<file path="src/rtl/fp_pkg.sv">
// Shared IEEE-754 single-precision constants for the FP datapath and the
// field positions used when rounding a normalised 32-bit magnitude.
package fp_pkg;

  localparam int FP_BIAS   = 127;
  localparam int FP_EXP_W  = 8;
  localparam int FP_FRAC_W = 23;
  localparam int INT_W     = 32;
  localparam int CNT_W     = 5;

  // Field slices of a normalised magnitude (hidden one sits at bit 31)
  localparam int MAG_FRAC_MSB = INT_W - 2;
  localparam int MAG_FRAC_LSB = INT_W - 1 - FP_FRAC_W;
  localparam int MAG_G_BIT    = MAG_FRAC_LSB - 1;

  // Exponent of a magnitude whose leading one is at bit 31
  localparam logic [FP_EXP_W-1:0] EXP_TOP = FP_EXP_W'(FP_BIAS + INT_W - 1);

  typedef struct packed {
    logic                 sign;
    logic [FP_EXP_W-1:0]  exp;
    logic [FP_FRAC_W-1:0] frac;
  } fp32_t;

endpackage

</file>
<file path="src/rtl/int_to_float_seq_if.sv">
// Valid/ready bundle between the FP front end and the integer-to-float
// converter; master drives operands and result acceptance.
interface int_to_float_seq_if;

  logic        in_valid;
  logic        in_ready;
  logic [31:0] in_int;
  logic        out_valid;
  logic        out_ready;
  logic [31:0] out_float;
  logic        out_inexact;
  logic        busy;

  modport master (
    output in_valid, in_int, out_ready,
    input  in_ready, out_valid, out_float, out_inexact, busy
  );

  modport slave (
    input  in_valid, in_int, out_ready,
    output in_ready, out_valid, out_float, out_inexact, busy
  );

endinterface

</file>
<file path="src/rtl/fp_round_rne.sv">
// Round-to-nearest-even of a normalised 32-bit magnitude to a single-precision
// exponent/fraction; cnt_i is the left-shift applied during normalisation.
module fp_round_rne
  import fp_pkg::*;
(
  input  logic [INT_W-1:0]     mag_i,
  input  logic [CNT_W-1:0]     cnt_i,
  output logic [FP_EXP_W-1:0]  exp_o,
  output logic [FP_FRAC_W-1:0] frac_o,
  output logic                 inexact_o
);

  logic [FP_FRAC_W-1:0] frac_s;
  logic [FP_FRAC_W:0]   frac_inc_s;
  logic [FP_EXP_W-1:0]  exp_s;
  logic                 guard_s;
  logic                 sticky_s;
  logic                 round_up_s;

  // Guard/sticky extraction, RNE increment and exponent bump on fraction carry
  always_comb begin
    frac_s     = mag_i[MAG_FRAC_MSB:MAG_FRAC_LSB];
    guard_s    = mag_i[MAG_G_BIT];
    sticky_s   = |mag_i[MAG_G_BIT-1:0];
    round_up_s = guard_s & (sticky_s | frac_s[0]);
    frac_inc_s = {1'b0, frac_s} + {{FP_FRAC_W{1'b0}}, round_up_s};
    exp_s      = EXP_TOP - {3'b000, cnt_i};
    if (mag_i == 32'd0) begin
      exp_o     = 8'd0;
      frac_o    = 23'd0;
      inexact_o = 1'b0;
    end else begin
      exp_o     = exp_s + {7'd0, frac_inc_s[FP_FRAC_W]};
      frac_o    = frac_inc_s[FP_FRAC_W-1:0];
      inexact_o = guard_s | sticky_s;
    end
  end

endmodule

</file>
<file path="src/rtl/int_to_float_seq.sv">
// Multi-cycle 32-bit integer to IEEE-754 single converter: one operand in
// flight, 1-bit-per-cycle normalisation, round-to-nearest-even.
module int_to_float_seq
  import fp_pkg::*;
#(
  parameter bit SIGNED_IN = 1'b1
) (
  input  logic                     clk,
  input  logic                     rst_n,
  int_to_float_seq_if.slave        cvt
);

  typedef enum logic [2:0] {
    S_IDLE  = 3'd0,
    S_ABS   = 3'd1,
    S_NORM  = 3'd2,
    S_ROUND = 3'd3,
    S_DONE  = 3'd4
  } state_t;

  state_t               state_q;
  logic [INT_W-1:0]     op_q;
  logic [INT_W-1:0]     mag_q;
  logic [CNT_W-1:0]     cnt_q;
  logic                 sign_q;
  fp32_t                out_float_q;
  logic                 out_inexact_q;
  logic                 out_valid_q;
  logic                 in_ready_q;
  logic                 busy_q;

  logic                 neg_d;
  logic [INT_W-1:0]     mag_abs_d;
  logic [FP_EXP_W-1:0]  rnd_exp_s;
  logic [FP_FRAC_W-1:0] rnd_frac_s;
  logic                 rnd_inexact_s;

  // Sign and magnitude of the captured operand; -2^31 maps onto 0x80000000
  always_comb begin
    neg_d = SIGNED_IN & op_q[INT_W-1];
    if (neg_d) begin
      mag_abs_d = 32'd0 - op_q;
    end else begin
      mag_abs_d = op_q;
    end
  end

  fp_round_rne u_round (
    .mag_i     (mag_q),
    .cnt_i     (cnt_q),
    .exp_o     (rnd_exp_s),
    .frac_o    (rnd_frac_s),
    .inexact_o (rnd_inexact_s)
  );

  // Conversion FSM with registered handshake and result outputs
  always_ff @(posedge clk or negedge rst_n) begin
    if (!rst_n) begin
      state_q       <= S_IDLE;
      op_q          <= 32'd0;
      mag_q         <= 32'd0;
      cnt_q         <= 5'd0;
      sign_q        <= 1'b0;
      out_float_q   <= 32'd0;
      out_inexact_q <= 1'b0;
      out_valid_q   <= 1'b0;
      in_ready_q    <= 1'b1;
      busy_q        <= 1'b0;
    end else begin
      case (state_q)
        S_IDLE: begin
          if (cvt.in_valid) begin
            op_q       <= cvt.in_int;
            in_ready_q <= 1'b0;
            busy_q     <= 1'b1;
            state_q    <= S_ABS;
          end
        end
        S_ABS: begin
          sign_q <= neg_d;
          mag_q  <= mag_abs_d;
          cnt_q  <= 5'd0;
          // A zero magnitude skips normalisation; the rounder maps it to +0
          if (mag_abs_d == 32'd0) begin
            state_q <= S_ROUND;
          end else begin
            state_q <= S_NORM;
          end
        end
        S_NORM: begin
          if (!mag_q[INT_W-1]) begin
            mag_q <= {mag_q[INT_W-2:0], 1'b0};
            cnt_q <= cnt_q + 5'd1;
          end else begin
            state_q <= S_ROUND;
          end
        end
        S_ROUND: begin
          out_float_q   <= {sign_q, rnd_exp_s, rnd_frac_s};
          out_inexact_q <= rnd_inexact_s;
          out_valid_q   <= 1'b1;
          state_q       <= S_DONE;
        end
        S_DONE: begin
          if (cvt.out_ready) begin
            out_valid_q <= 1'b0;
            in_ready_q  <= 1'b1;
            busy_q      <= 1'b0;
            state_q     <= S_IDLE;
          end
        end
        default: begin
          out_valid_q <= 1'b0;
          in_ready_q  <= 1'b1;
          busy_q      <= 1'b0;
          state_q     <= S_IDLE;
        end
      endcase
    end
  end

  assign cvt.in_ready    = in_ready_q;
  assign cvt.out_valid   = out_valid_q;
  assign cvt.out_float   = out_float_q;
  assign cvt.out_inexact = out_inexact_q;
  assign cvt.busy        = busy_q;

endmodule

</file>
<file path="src/flat_wrapper.sv">
// flat-port wrapper written by rule: the top's interface ports become plain ports
module int_to_float_seq_flat import fp_pkg::*;
#(
  parameter bit SIGNED_IN = 1'b1
)
  (clk, rst_n, cvt_in_valid, cvt_in_int, cvt_out_ready, cvt_in_ready, cvt_out_valid, cvt_out_float, cvt_out_inexact, cvt_busy);
  int_to_float_seq_if cvt_i ();
  input  logic clk;
  input  logic rst_n;
  input wire logic [$bits(cvt_i.in_valid)-1:0] cvt_in_valid;
  input wire logic [$bits(cvt_i.in_int)-1:0] cvt_in_int;
  input wire logic [$bits(cvt_i.out_ready)-1:0] cvt_out_ready;
  output wire logic [$bits(cvt_i.in_ready)-1:0] cvt_in_ready;
  output wire logic [$bits(cvt_i.out_valid)-1:0] cvt_out_valid;
  output wire logic [$bits(cvt_i.out_float)-1:0] cvt_out_float;
  output wire logic [$bits(cvt_i.out_inexact)-1:0] cvt_out_inexact;
  output wire logic [$bits(cvt_i.busy)-1:0] cvt_busy;
  assign cvt_i.in_valid = cvt_in_valid;
  assign cvt_i.in_int = cvt_in_int;
  assign cvt_i.out_ready = cvt_out_ready;
  assign cvt_in_ready = cvt_i.in_ready;
  assign cvt_out_valid = cvt_i.out_valid;
  assign cvt_out_float = cvt_i.out_float;
  assign cvt_out_inexact = cvt_i.out_inexact;
  assign cvt_busy = cvt_i.busy;
  int_to_float_seq #(.SIGNED_IN(SIGNED_IN)) u_core (.clk(clk), .rst_n(rst_n), .cvt(cvt_i));
endmodule
</file>
<file path="config.mk">
export PLATFORM = sky130hd
export DESIGN_NAME = int_to_float_seq_flat
export DESIGN_NICKNAME = d
export VERILOG_FILES = /design/src/rtl/fp_pkg.sv /design/src/rtl/int_to_float_seq_if.sv /design/src/rtl/fp_round_rne.sv /design/src/rtl/int_to_float_seq.sv /design/src/flat_wrapper.sv
export SDC_FILE = /design/constraint.sdc
export NUM_CORES = 1
export LEC_CHECK = 0
export ABC_CLOCK_PERIOD_IN_PS = 3800
export BUFFER_PORTS_ARGS = -buffer_cell sky130_fd_sc_hd__buf_4
export CORE_MARGIN = 1.5
export CORE_UTILIZATION = 58
export CTS_CLUSTER_DIAMETER = 100
export DETAILED_ROUTE_END_ITERATION = 7
export PLACE_DENSITY = 0.77
export SLEW_MARGIN = 20
export SYNTH_ARGS = -nofsm -noshare
export SYNTH_HDL_FRONTEND = slang
export SYNTH_SLANG_ARGS = --single-unit
</file>
<file path="constraint.sdc">
create_clock -name clk -period 3.8 [get_ports clk]
set_input_delay 1.14 -clock clk [delete_from_list [all_inputs] [get_ports clk]]
set_output_delay 1.14 -clock clk [all_outputs]
set_load 0.05 [all_outputs]
</file>
==> out/results.md, run 1 <==
| Result | Value | Unit |
|---|---|---|
| Via count of the first global-routing pass | 4215 | - |
| Number of synthesized flops with an enable pin | 0 | - |
| Post-layout utilization of the core | 68.16 | % |
| Depth of the CTS H-tree | 3 | - |
| Number of max-cap violations | 0 | - |
| Area of the mapped netlist | 5797 | µm² |
| FF+latch count, synth | 109 | - |
| Mapped Avg Cell Area | 9.792 | µm² |
| Share of cells above drive strength 1 | 22.14 | % |
| Simple-gate portion of the synthesized area | 16.47 | % |
| Area taken by flip-flops and latches | 2729 | µm² |
| Final min period | 3.328 | ns |
| Endpoint kind of the worst setup timing path | register | - |
| Die width | 103.0 | µm |
| CTS-repair resized insts | 0 | - |
| Placer congestion estimate | 0.9184 | - |
| Multi-input gate area in the final layout | 2861 | µm² |
| Filler cells | 797 | - |
| Final setup violation count | 0 | - |
| Largest cells by area after synthesis | dfrtp_1, mux2_2, xor2_1, nand2_1, o21ai_0 | - |
| Leakage power summed over all cells | 2.836 | nW |
| Worst Max-Slew Pin Slew | 0.9655 | ns |
| Global-route total usage across every layer | 24.20 | % |
| Net Count, Synth | 635 | - |
| Path type of the worst setup path | reg2reg | - |
| Synth warn | 0 | - |
| Pin count of the biggest net entering global routing | 56 | - |
| Root Buffer Master | clkbuf_8 | - |
| Combinational family with the most area after synthesis | simple AND/OR/NAND/NOR gates | - |
| Setup tns final | 0 | ns |
| Number of buffers inserted for hold repair after clock tree synthesis | 0 | - |
| Max clock buf depth | 2 | - |
| Final design instance area without fill | 6631 | µm² |
| Hpwl dp | 8.805 | mm |
| Number of clock buffers inserted by TritonCTS | 9 | - |
| Clock latency on the worst-skew pair | 0.37 | ns |
| Number of rows created at floorplan | 36 | - |
| Final count of pins violating max slew | 0 | - |
| Area of the core | 9729 | µm² |
| Number of vias after detailed routing | 4506 | - |
| Total length of routed wires | 12.04 | mm |
| Average wire per cell in the routed design | 15.46 | µm |
| Total I/O pin count | 72 | - |
| Final Cycle Share | 87.59 | % |
| Die area | 10600 | µm² |
| Worst slew margin | 35.63 | % |
| Detailed Route Iter0 Violations | 186 | - |
| Synthesized-area fraction occupied by xor and xnor cells | 8.612 | % |
| Kind of launch point of the worst setup path | register | - |
| Post-Syn Instances | 592 | - |
| Starting utilization of the core area | 59.58 | % |
| Power Dens Cells | 906.5 | nW/µm² |
| Flip-flop cell with the highest count after synthesis | dfrtp_1 | - |
| Maximum VDD drop | 0.0004175 | V |
| Number of antenna violations at the first check in global routing | 0 | - |
| Multiplexer share of the synthesized area | 6.562 | % |
| Number of nets in the layout | 684 | - |
| Iteration count of the initial detailed-routing pass | 4 | - |
| Clock sink total | 109 | - |
| Data required time at the worst endpoint | 4.09 | ns |
| Number of diodes added for antenna fixing | 0 | - |
| Number of unique standard cell types used by synthesis | 55 | - |
| First-pass GRT wire length | 20.11 | mm |
| Vertical die dimension | 103.0 | µm |
| Buffers added on ports | 71 | - |
| Post-DRT Antenna Nets | 0 | - |
| Share of synthesized area occupied by flip-flops and latches | 47.08 | % |
| WP data arrival | 3.62 | ns |
| Fraction of registers with async set/reset | 100.0 | % |
| Upper clock frequency limit | 300.4 | MHz |
| Fin Clk Skew | 0.008703 | ns |
| Clock tree from TritonCTS | done | - |
| Area growth from synthesis to layout | 14.40 | % |
| HP Class | reg2reg | - |
| Result of the run | finished, final reports clean | - |
| Adder-cell area share of the yosys netlist | 1.511 | % |
| Top cell type's share of synthesized area | 46.62 | % |
| Compound-cell area share of the yosys netlist | 16.12 | % |
| Leading area contributor after synthesis | dfrtp_1 | - |
| DRC violations left | 0 | - |
| Vias/cell | 5.784 | - |
| Overflow left after global routing | 0 | - |
| RSZ-0062 raised after global routing | false | - |
| Largest fanout of any net on the critical path | 11 | - |
| Total count of hold-check failures in the final report | 0 | - |
| Clock edge transition at the registers on the reported setup and hold paths | 0.10 | ns |
| Setup Fix Bufs, Post-CTS | 0 | - |
| Area after detailed placement | 6407 | µm² |
[layout make-up]
cell class	instances	area share, %
repair buffers	79	9.132
flip-flops and latches	109	41.15
clock inverters	6	1.302
multi-input cells	430	43.15
inverters	12	0.6792
clock buffers	10	2.075
well taps	133	2.509
[worst paths after layout]
check | depth (start not counted) | end | slack, ns | start
setup / recovery | 9 | u_core.state_q[0]$_DFFE_PN0P_ | 0.47 | u_core.op_q[1]$_DFFE_PN0P_
hold / removal | 1 | u_core.cvt.out_float[30]$_DFFE_PN0P_ | 0.49 | u_core.cvt.out_float[30]$_DFFE_PN0P_
setup reg to reg | 9 | u_core.state_q[0]$_DFFE_PN0P_ | 0.47 | u_core.op_q[1]$_DFFE_PN0P_
hold reg to reg | 1 | u_core.cvt.out_float[30]$_DFFE_PN0P_ | 0.49 | u_core.cvt.out_float[30]$_DFFE_PN0P_
max in group asynchronous | 2 | u_core.cvt.in_ready$_DFFE_PN1P_ | 2.22 | rst_n
min in group asynchronous | 1 | u_core.cvt.out_float[26]$_DFFE_PN0P_ | 0.81 | rst_n
[cell usage in the layout, fill, tap and decap left out, types with 11 or more instances in the layout]
cell type / instances
a22oi_1: 29
buf_4: 78
dfrtp_1: 108
inv_1: 12
mux2_2: 32
nand2_1: 77
nand3_1: 11
nor2_1: 27
o21ai_0: 51
o21ai_1: 20
xnor2_1: 22
xor2_1: 35
[kinds of logic after synthesis]
group | count (synthesis)
buf+inv | 53
fa+ha+maj | 7
xor+xnor | 57
flops | 109
compound gates | 142
simple gates | 190
mux | 34
[Yosys cell counts, drive strengths merged (7+ instances only)]
library cell  instances
dfrtp               108
o31ai                10
mux2                 32
or4                   8
clkbuf               36
nand2                77
nor4                 12
or2                   7
inv                  12
xor2                 35
nand4                 9
nand2b                7
o21ai                71
nor2                 27
nor3                 11
nand3                11
or3                   9
ha                    7
a22oi                29
xnor2                22
[sequential cells by signal, summed over array words and instances (netlist names)]
signal / flops
u_core.cnt_q: 5
u_core.cvt.out_float: 32
u_core.cvt.out_inexact: 1
u_core.cvt.busy: 1
u_core.sign_q: 1
u_core.mag_q: 32
u_core.op_q: 32
u_core.state_q: 3
u_core.cvt.in_ready: 1
u_core.cvt.out_valid: 1
[routing by layer]
layer | global-route usage, % | part of all wire [%] | vias up
met5 | 0 | 0 | -
met4 | 9.044 | 1.2 | 0
met3 | 3.051 | 4.7 | 14
met2 | 38.82 | 47 | 132
met1 | 33.85 | 47 | 2145
li1 | - | - | 2215
[stage by stage]
step / instances / setup WS (ns) / hold slack, ns / power (mW)
after floorplan: 592 / 0.9895 / 0.4428 / 4.463
after global placement: 763 / 0.6943 / 0.4575 / 5.145
after detailed placement: 763 / 0.5598 / 0.4702 / 5.245
after CTS: 779 / 0.5203 / 0.4922 / 6.027
after global routing: 779 / 0.1983 / 0.5106 / 6.452
final: 779 / 0.4716 / 0.4852 / 6.012
[worst max-delay path: stages (launching register included)]
cell       delay, ns
dfrtp_1         0.45
inv_1           0.13
ha_1            0.21
nor3b_1         0.41
nand4_1         0.47
o21a_1          0.32
a2111oi_0       0.41
o211ai_1        0.12
or4_1           0.53
o31ai_2         0.18
[where the power goes]
part | internal, mW | leakage [nW] | switching, mW
combinational | 1.15 | 1.37 | 1.70
clock | 0.388 | 0.112 | 0.392
sequential | 1.69 | 1.35 | 0.692
total | 3.23 | 2.84 | 2.78
No activity file was read; power rests on OpenSTA's default activity.
==> inputs of run 2 (changes only) <==
CORE_ASPECT_RATIO = 0.5   (was unset)
GPL_ROUTABILITY_DRIVEN = 0   (was unset)
==> run 2 against run 1 <==
Global-route usage increased by 2.0 points. Flip-flop and latch count unchanged. Largest power group unchanged. Register-to-register slack improved by 0.11 ns. Critical endpoint unchanged.
==> out/results.md, run 2 (synthesis gave the netlist of run 1 again) <==
| Result | Value | Unit |
|---|---|---|
| Leading cell types in the layout, fill and taps excluded | dfrtp_1, buf_4, nand2_1, o21ai_0, xor2_1 | - |
| Depth of the CTS H-tree | 3 | - |
| Average wire per cell in the routed design | 16.49 | µm |
| Clock latency on the worst-skew pair | 0.36 | ns |
| Final min period | 3.220 | ns |
| Overflow left after global routing | 0 | - |
| Worst slew margin | 34.19 | % |
| Power Dens Cells | 930.5 | nW/µm² |
| Number of vias after detailed routing | 4641 | - |
| First-pass GRT wire length | 21.20 | mm |
| HP Class | reg2reg | - |
| Maximum VDD drop | 0.0004103 | V |
| Fin Clk Skew | 0.01040 | ns |
| Number of buffers inserted for hold repair after clock tree synthesis | 0 | - |
| Area after detailed placement | 6410 | µm² |
| Largest fanout of any net on the critical path | 11 | - |
| Final count of pins violating max slew | 0 | - |
| Category of cells accounting for the largest share of critical-path delay | simple AND/OR/NAND/NOR gates | - |
| Area growth from synthesis to layout | 15.50 | % |
| Result of the run | finished, final reports clean | - |
| Total length of routed wires | 12.88 | mm |
| Clock edge transition at the registers on the reported setup and hold paths | 0.08 | ns |
| Number of rows created at floorplan | 25 | - |
| Buffers added on ports | 71 | - |
| Cell-by-cell trace of the critical path | inv_1 -> ha_1 -> nor3b_1 -> nand4_1 -> o21a_1 -> a2111oi_0 -> o211ai_1 -> or4_1 -> o31ai_2 | - |
| Area of the core | 9572 | µm² |
| Final setup violation count | 0 | - |
| Vias/cell | 5.942 | - |
| Post-DRT Antenna Nets | 0 | - |
| Clock sink total | 109 | - |
| Max clock buf depth | 2 | - |
| Number of nets in the layout | 684 | - |
| WP data arrival | 3.49 | ns |
| Vertical die dimension | 73.69 | µm |
| Highest-delay cell along the critical path | or4_1 | - |
| Smallest setup slack after layout | 0.5800 | ns |
| Number of clock buffers inserted by TritonCTS | 9 | - |
| Share of cells above drive strength 1 | 21.98 | % |
| Number of max-cap violations | 0 | - |
| Worst Max-Slew Pin Slew | 0.9872 | ns |
| Worst stage delay on the critical path | 0.53 | ns |
| DRC violations left | 0 | - |
| Kind of launch point of the worst setup path | register | - |
| Root Buffer Master | clkbuf_16 | - |
| Count of buffering cells on the critical path with inverters included | 1 | - |
| Number of diodes added for antenna fixing | 0 | - |
| Number of antenna violations at the first check in global routing | 0 | - |
| Detailed Route Iter0 Violations | 299 | - |
| Setup tns final | 0 | ns |
| Worst slack on hold paths | 0.4799 | ns |
| Global-route total usage across every layer | 26.21 | % |
| Die width | 144.4 | µm |
| Starting utilization of the core area | 60.56 | % |
| Setup Fix Bufs, Post-CTS | 0 | - |
| CTS-repair resized insts | 0 | - |
| Clock tree from TritonCTS | done | - |
| Hpwl dp | 9.264 | mm |
| Placement Setup Slack | 0.6432 | ns |
| Via count of the first global-routing pass | 4160 | - |
| Total count of hold-check failures in the final report | 0 | - |
| Most frequent standard cell in the layout excluding fill and tap cells | dfrtp_1 | - |
| RSZ-0062 raised after global routing | false | - |
| Final design instance area without fill | 6695 | µm² |
| Upper clock frequency limit | 310.6 | MHz |
| Final Cycle Share | 84.74 | % |
| Path type of the worst setup path | reg2reg | - |
| Total I/O pin count | 72 | - |
| Data required time at the worst endpoint | 4.07 | ns |
| Die area | 10640 | µm² |
| Leakage power summed over all cells | 2.860 | nW |
| Pin count of the biggest net entering global routing | 72 | - |
| Endpoint kind of the worst setup timing path | register | - |
| Iteration count of the initial detailed-routing pass | 5 | - |
run 2: changes by cell type in the layout (fill, tap and decap cells not counted), sizes merged:
cell	delta
inv	+2
clkbuf	+1
clkinv	-1
bufinv	-2
run 2: path summary, 6_finish.rpt:
path,slack [ns],endpoint,depth (start not counted),from
min,0.48,u_core.cvt.out_float[15]$_DFFE_PN0P_,2,u_core.cvt.out_float[15]$_DFFE_PN0P_
max reg2reg,0.58,u_core.state_q[0]$_DFFE_PN0P_,9,u_core.op_q[0]$_DFFE_PN0P_
max,0.58,u_core.state_q[0]$_DFFE_PN0P_,9,u_core.op_q[0]$_DFFE_PN0P_
min reg2reg,0.48,u_core.cvt.out_float[15]$_DFFE_PN0P_,2,u_core.cvt.out_float[15]$_DFFE_PN0P_
min in group asynchronous,0.90,u_core.op_q[2]$_DFFE_PN0P_,1,rst_n
max in group asynchronous,2.13,u_core.cvt.in_ready$_DFFE_PN1P_,2,rst_n
run 2: power breakdown:
group | total (mW) | leakage, nW | internal (mW) | switching, mW
Sequential | 2.42 | 1.35 | 1.69 | 0.730
Clock | 0.911 | 0.137 | 0.470 | 0.441
Combinational | 2.90 | 1.37 | 1.15 | 1.75
run 2: worst min-delay path, stage by stage (launching register included):
cell     delay [ns]
dfrtp_1        0.35
nand2_1        0.04
o21ai_0        0.06
run 2: per-stage QoR:
| step | util, % | total power, mW | instances |
|---|---|---|---|
| floorplan | - | 4.463 | 592 |
| global placement | 66.97 | 5.220 | 765 |
| detailed placement | 66.97 | 5.306 | 765 |
| CTS | 69.95 | 6.222 | 781 |
| global route | 69.95 | 6.663 | 781 |
| finish | 69.95 | 6.230 | 781 |
run 2: metal layers:
metal / global-route usage [%] / up-vias / part of all wire, %
li1: - / 2209 / -
met1: 41.41 / 2236 / 51
met2: 35.78 / 181 / 40
met3: 6.389 / 15 / 7.5
met4: 6.061 / 0 / 0.97
met5: 0 / - / 0
run 2: area by class of cell:
class                   instances  area (µm²)
clock inverters                 5       42.54
flip-flops and latches        109        2729
inverters                      12       45.04
repair buffers                 79       605.6
multi-input cells             430        2861
clock buffers                  11       242.7
fillers                       744        2877
well taps                     135       168.9
